File: src/rtl/counter_ctrl.sv
// counter_ctrl: sequencing controller for an N-bit up-counter.
// Loads a terminal limit and a clock prescale on start, then counts from 0 to
// the limit, advancing once every (prescale+1) clocks. Supports one-shot and
// periodic (auto-reload) modes, pause/resume, stop and restart, and emits a
// one-cycle done pulse on each terminal count.
//
// Ports:
//   clk      - system clock, rising edge
//   clear    - asynchronous active-high reset
//   start    - latch limit/prescale/periodic, zero count, enter RUN
//   stop     - abort to IDLE, count zeroed (highest priority)
//   pause    - level; freezes count and prescaler while high
//   periodic - 1 = auto-reload at terminal, 0 = one-shot (latched on start)
//   limit    - terminal count value (latched on start)
//   prescale - tick divider (latched on start)
//   count    - current count value (registered)
//   busy     - high in RUN and HOLD (registered)
//   done     - one-cycle pulse following the terminal tick (registered)
module counter_ctrl #(
  parameter int N          = 6,
  parameter int PRESCALE_W = 4
) (
  input  logic                  clk,
  input  logic                  clear,
  input  logic                  start,
  input  logic                  stop,
  input  logic                  pause,
  input  logic                  periodic,
  input  logic [N-1:0]          limit,
  input  logic [PRESCALE_W-1:0] prescale,
  output logic [N-1:0]          count,
  output logic                  busy,
  output logic                  done
);

  typedef enum logic [1:0] {
    S_IDLE,
    S_RUN,
    S_HOLD,
    S_DONE
  } state_t;

  state_t                r_state;
  logic [N-1:0]          r_count;
  logic [PRESCALE_W-1:0] r_presc;
  logic [N-1:0]          r_limit;
  logic [PRESCALE_W-1:0] r_prescale;
  logic                  r_periodic;
  logic                  r_busy;
  logic                  r_done;

  logic w_tick;
  logic w_at_limit;

  assign w_tick     = (r_presc == r_prescale);
  assign w_at_limit = (r_count == r_limit);

  assign count = r_count;
  assign busy  = r_busy;
  assign done  = r_done;

  always_ff @(posedge clk or posedge clear) begin
    if (clear) begin
      r_state    <= S_IDLE;
      r_count    <= '0;
      r_presc    <= '0;
      r_limit    <= '0;
      r_prescale <= '0;
      r_periodic <= 1'b0;
      r_busy     <= 1'b0;
      r_done     <= 1'b0;
    end else begin
      r_done <= 1'b0;
      if (stop) begin
        r_state <= S_IDLE;
        r_count <= '0;
        r_presc <= '0;
        r_busy  <= 1'b0;
      end else if (start) begin
        r_limit    <= limit;
        r_prescale <= prescale;
        r_periodic <= periodic;
        r_count    <= '0;
        r_presc    <= '0;
        r_state    <= S_RUN;
        r_busy     <= 1'b1;
      end else begin
        case (r_state)
          // HOLD releasing pause takes the counting step on the same edge it
          // returns to RUN, so a pause of P sampled cycles delays done by P.
          S_RUN, S_HOLD: begin
            r_busy <= 1'b1;
            if (pause) begin
              r_state <= S_HOLD;
            end else begin
              r_state <= S_RUN;
              if (w_tick) begin
                r_presc <= '0;
                if (w_at_limit) begin
                  r_done <= 1'b1;
                  if (r_periodic) begin
                    r_count <= '0;
                  end else begin
                    r_state <= S_DONE;
                    r_busy  <= 1'b0;
                  end
                end else begin
                  r_count <= r_count + 1'b1;
                end
              end else begin
                r_presc <= r_presc + 1'b1;
              end
            end
          end
          default: begin
            // IDLE and DONE hold count until start or stop
            r_busy <= 1'b0;
          end
        endcase
      end
    end
  end

endmodule
File: config.mk
export PLATFORM = sky130hd
export DESIGN_NAME = counter_ctrl
export DESIGN_NICKNAME = d
export VERILOG_FILES = /design/src/rtl/counter_ctrl.sv
export SDC_FILE = /design/constraint.sdc
export NUM_CORES = 1
export LEC_CHECK = 0
export CORE_MARGIN = 3
export CORE_UTILIZATION = 34
export DETAILED_ROUTE_END_ITERATION = 12
export GPL_TIMING_DRIVEN = 0
export PLACE_DENSITY_LB_ADDON = 0.1
export SLEW_MARGIN = 20
export SYNTH_ARGS = -nofsm -noshare
export SYNTH_HDL_FRONTEND = slang
export SYNTH_SLANG_ARGS = --single-unit
File: constraint.sdc
create_clock -name clk -period 1.6 [get_ports clk]
set_clock_uncertainty 0.1 [all_clocks]
set_input_delay 0.24 -clock clk [delete_from_list [all_inputs] [get_ports clk]]
set_output_delay 0.24 -clock clk [all_outputs]
set_load 0.1 [all_outputs]
==> Word-level counts from Yosys, hierarchy flattened <==
Index checks and enable logic that the tools add are counted.
{ "word_totals": {"register_bits": 25, "latch_bits": 0, "mem_bits_rw": 0, "romBits": 0, "input_bits": 16, "elab_cells": 55, "mem_count": 0} }
{ "op_classes": {"add_sub_neg": 2, "mul": 0, "n_div": 0, "magnitude_cmp": 0, "eq_ne": 6, "shifts": 0, "muxes": 32, "n_bitwise": 1, "n_reduce_logical": 6} }
{ "ops": {"columns": ["op", "count"], "rows": [
  ["6-bit 2-to-1 mux", 7],
  ["4-bit 2-to-1 mux", 5],
  ["2-bit 2-to-1 mux", 7],
  ["1-bit 2-to-1 mux", 13],
  ["6-bit by 1-bit adder with 6-bit output (second input constant)", 1],
  ["6-bit == test", 1],
  ["3-bit nonzero test", 2],
  ["4-bit by 1-bit adder with 4-bit output (second input constant)", 1],
  ["4-bit == test", 1],
  ["4-bit != test (second input constant)", 1],
  ["2-bit AND reduction", 2],
  ["4-bit AND reduction", 1],
  ["3-bit != test (second input constant)", 1],
  ["2-bit by 1-bit == test with 1-bit output (second input constant)", 1],
  ["2-bit == test (second input constant)", 1],
  ["2-bit OR reduction", 1],
  ["1-bit NOT", 1]
]} }

==> Depth between registers and ports, before layout <==
{ "logic_depth": {"word_depth": 7, "mapped_depth": 6, "depth_no_buf": 5} }

==> Worst setup path after synthesis <==
No wires, ideal clock.
{ "synth_timing": {"path_type": "reg2reg", "start": "register r_count[3] (netlist: count[3])", "end": "register r_busy (netlist: busy)", "arrival_time_ns": 1.901, "t_required_ns": 1.370, "setup_slack_ns": -0.531, "path_stages_with_launch": 6, "n_path_buf": 0, "period_less_slack_ns": 2.131, "path_cell_list": "dfrtp_1 xnor2_1 nand4_1 or2_4 o41ai_1 a21oi_1"} }
{ "synth_via": {"elab_chain_len": 7} }
{ "synth_lines": {"columns": ["element", "line_no", "rtl"], "rows": [
  ["from (decl)", "44", "logic [N-1:0] r_count;"],
  ["from (signal assigned)", "108", "r_count <= r_count + 1'b1;"],
  ["6-bit == test", "56", "assign w_at_limit = (r_count == r_limit);"],
  ["1-bit 2-to-1 mux", "99", "if (w_at_limit) begin"],
  ["1-bit 2-to-1 mux", "97", "if (w_tick) begin"],
  ["1-bit 2-to-1 mux", "93", "if (pause) begin"],
  ["1-bit 2-to-1 mux", "88", "case (r_state)"],
  ["1-bit 2-to-1 mux", "79", "end else if (start) begin"],
  ["1-bit 2-to-1 mux", "74", "if (stop) begin"],
  ["to (signal assigned)", "78", "r_busy <= 1'b0;"],
  ["to (signal assigned)", "86", "r_busy <= 1'b1;"],
  ["to (signal assigned)", "92", "r_busy <= 1'b1;"],
  ["to (decl)", "49", "logic r_busy;"]
]} }
Every way passes these cells.
A chain may end at the register's enable or synchronous reset.

==> Worst setup path after layout <==
{ "layout_timing": {"start": "register r_presc[0]", "end": "register r_state[1]"} }
{ "layout_via": {"elab_chain_len": 6} }
{ "layout_lines": {"columns": ["element", "line_no", "rtl"], "rows": [
  ["from (decl)", "45", "logic [PRESCALE_W-1:0] r_presc;"],
  ["from (signal assigned)", "111", "r_presc <= r_presc + 1'b1;"],
  ["4-bit == test", "55", "assign w_tick = (r_presc == r_prescale);"],
  ["2-bit 2-to-1 mux", "97", null],
  ["2-bit 2-to-1 mux", "93", null],
  ["2-bit 2-to-1 mux", "88", null],
  ["2-bit 2-to-1 mux", "79", null],
  ["2-bit 2-to-1 mux", "74", null],
  ["to (signal assigned)", "75", "r_state <= S_IDLE;"],
  ["to (signal assigned)", "94", "r_state <= S_HOLD;"],
  ["to (signal assigned)", "96", "r_state <= S_RUN;"],
  ["to (decl)", "43", "state_t r_state;"]
]} }
Every way passes these cells. The select of a mux whose other input is x is not followed.

==> out/qor.yml <==
setup_violations: 2
cp-end-kind: "register"
grt_first_pass_wirelength_mm: 4.70
synth-warning-count: 0
placed_area_um2: 1570
ant_nets: 0
clk_path_buf_depth: 2
drt-pass1-iter-count: 4
cts_tree: "done"
final_common_cell: "dfrtp_1"
syn_avg_cell_area_um2: 10.7
fin_cells: 201
die_y_um: 66.8
antenna_found_initial: 0
cp_max_fo: 4
start_kind: "register"
cts.clk_slew.worst_paths_ns: 0.09
syn_area_um2: 1260
yosys_most_used_dff: "dfrtp_1"
synth_top_area_cell: "dfrtp_1"
violations: "negative setup slack"
gp_congestion: 0.781
power_leakage_nw: 0.704
syn_to_final_growth_pct: 43.5
wl_per_cell_um: 14.1
grt_setup_unrepaired: "yes"
synth-edff-count: 0
route.detailed.drc: 0
post_drt_via_cell_ratio: 5.04
h-tree-depth: 1
setup_tns_ns: -0.107
place_inst: 186
first_iter_violations: 27
setup_ws_ns: -0.0713
track_usage_pct: 13.5
final.min_clock_period_ns: 1.67
yosys.cell_types.count: 29
vias: 1014
root_buffer: "clkbuf_8"
clk_latency_ns: 0.26
most-common-layout-cells: "17 x dfrtp_1, 15 x clkdlybuf4s50_1, 13 x nand2_1"
arrival_ns: 1.77
start_util_pct: 36.5
cts_sinks: 25
multiInputGateArea_um2: 724
required_ns: 1.70
grt_pass1_vias: 988
port-buffer-count: 23
reg2reg_to: "r_state[1]$_DFFE_PP0P_"
synth_area_leaders: "dfrtp_1 50%, mux2_2 9.9%, xnor2_1 7.0%, nand2_1 3.9%, a21oi_1 2.8%"
grt-ovfl-total: 0
hold_buffers: 0
path_cells: "xnor2_2 > nand4_1 > o41ai_2 > nand2_1 > a21oi_2"
p_per_area_nw_per_um2: 747
grt_max_degree: 26
hpwlAfterDp_mm: 1.92
fill_cells: 321
tightestPinTransition_ns: 0.927
worst_path_max_delay_cell: "dfrtp_2"
ys_async_sr_fraction_pct: 100
hold_violations: 0
final_max_slew_viol_count: 0
diodes: 0
rows: 21
wl_mm: 2.83
r2r_slack_ns: -0.07
fp.dieW_um: 66.8
nets: 174
whs_ns: 0.373
slew_headroom_pct: 38.1
cts_buffers: 3
crit_type: "register to register"
min_path_type: "input pin to async pin"
seq_area_frac_synth_pct: 49.8
final_layout_size_suffix_gt1_share_pct: 42.6
syn_inst: 117
syn_nets: 135
fmax_mhz: 598
cp_slowest_stage_delay_ns: 0.46
r2r_cells: 5
peakVddDrop_v: 0.000398
synth_top_area_share_pct: 49.8
pin_count: 24
status: "finished, violations left"
worstReg2RegStart: "r_presc[0]$_DFFE_PP0P_"
core_um2: 3440
timing.final.crit_share_pct: 104
fin_area_um2: 1800
synth-seq-cells: 25
regArea_um2: 651
drv_cap: 0
die-area_um2: 4460
-- how the worst max path moves through the flow --
stage	cells past startpoint	from	slack, ns	endpoint
after floorplan	5	count[0]$_DFFE_PP0P_	-0.12	count[5]$_DFFE_PP0P_
after global placement	1	count[3]$_DFFE_PP0P_	-0.33	count[3]
after detailed placement	5	start	-0.35	r_limit[5]$_DFFE_PP0P_
after CTS	5	count[3]$_DFFE_PP0P_	-0.05	count[5]$_DFFE_PP0P_
after global routing	5	r_presc[0]$_DFFE_PP0P_	-0.15	r_state[1]$_DFFE_PP0P_
final	5	r_presc[0]$_DFFE_PP0P_	-0.07	r_state[1]$_DFFE_PP0P_
-- power breakdown --
group / leakage (nW) / switching [mW] / internal [mW]
logic: 0.374 / 0.111 / 0.138
registers: 0.307 / 0.0444 / 0.678
clock network: 0.0228 / 0.199 / 0.178
-- state kept, by name, summed over array words and instances, names as in the netlist --
| signal | count |
|---|---|
| busy | 1 |
| count | 6 |
| done | 1 |
| r_limit | 6 |
| r_periodic | 1 |
| r_presc | 4 |
| r_prescale | 4 |
| r_state | 2 |
-- metal layers --
layer	vias to the layer above	track usage [%]	part of all wire, %
li1	489	-	-
met1	496	19.7	49
met2	27	21.0	45
met3	2	2.02	5.0
met4	0	3.05	0.39
met5	-	0	0
-- per-stage QoR --
stage                     setup WS (ns)  total power [mW]  util (%)
final                           -0.0713              1.35      52.4
after global routing             -0.151              1.41      52.4
after CTS                       -0.0533              1.33      49.4
after detailed placement         -0.352             0.945      45.7
after global placement           -0.326             0.938      45.7
after floorplan                  -0.115             0.867         -
-- critical path, delay by kind of cell (launching register included) --
| kind | cells | cell delay [ns] |
|---|---|---|
| AOI/OAI and AO/OA | 2 | 0.60 |
| xor gates and xnor gates | 1 | 0.13 |
| DFF | 1 | 0.46 |
| and+or+nand+nor | 2 | 0.33 |
-- repair_timing --
action	4_1_cts	5_1_grt
resized for setup	47	16
setup buffers	6	4
setup endpoints to repair	26	23
gates cloned	0	1
pin swaps	3	6
-- synth_stat cells, types with 3 or more instances --
cell type	count
nand4_1	3
nand3_1	3
nor2_1	6
inv_1	3
xnor2_1	10
nand2_1	13
nor4_1	4
o22ai_1	5
a21oi_1	7
dfrtp_1	25
mux2_2	11
-- cell families after synthesis --
logic type	after synthesis	share of synthesized area [%]
and+or+nand+nor	40	15.9
DFF	25	49.8
AOI/OAI and AO/OA	18	9.66
muxes	13	11.5
xor gates and xnor gates	12	8.37
buffers and inverters	6	1.99
adders and majority gates	3	2.79
-- area by class of cell --
| class | count | area share, % |
|---|---|---|
| Tap cell | 46 | 3.19 |
| Clock buffer | 4 | 2.50 |
| Inverter | 3 | 0.625 |
| Timing Repair Buffer | 34 | 16.0 |
| Buffer | 3 | 1.46 |
| Multi-Input combinational cell | 86 | 40.2 |
| Sequential cell | 25 | 36.1 |
No activity file was read; power rests on OpenSTA's default activity.
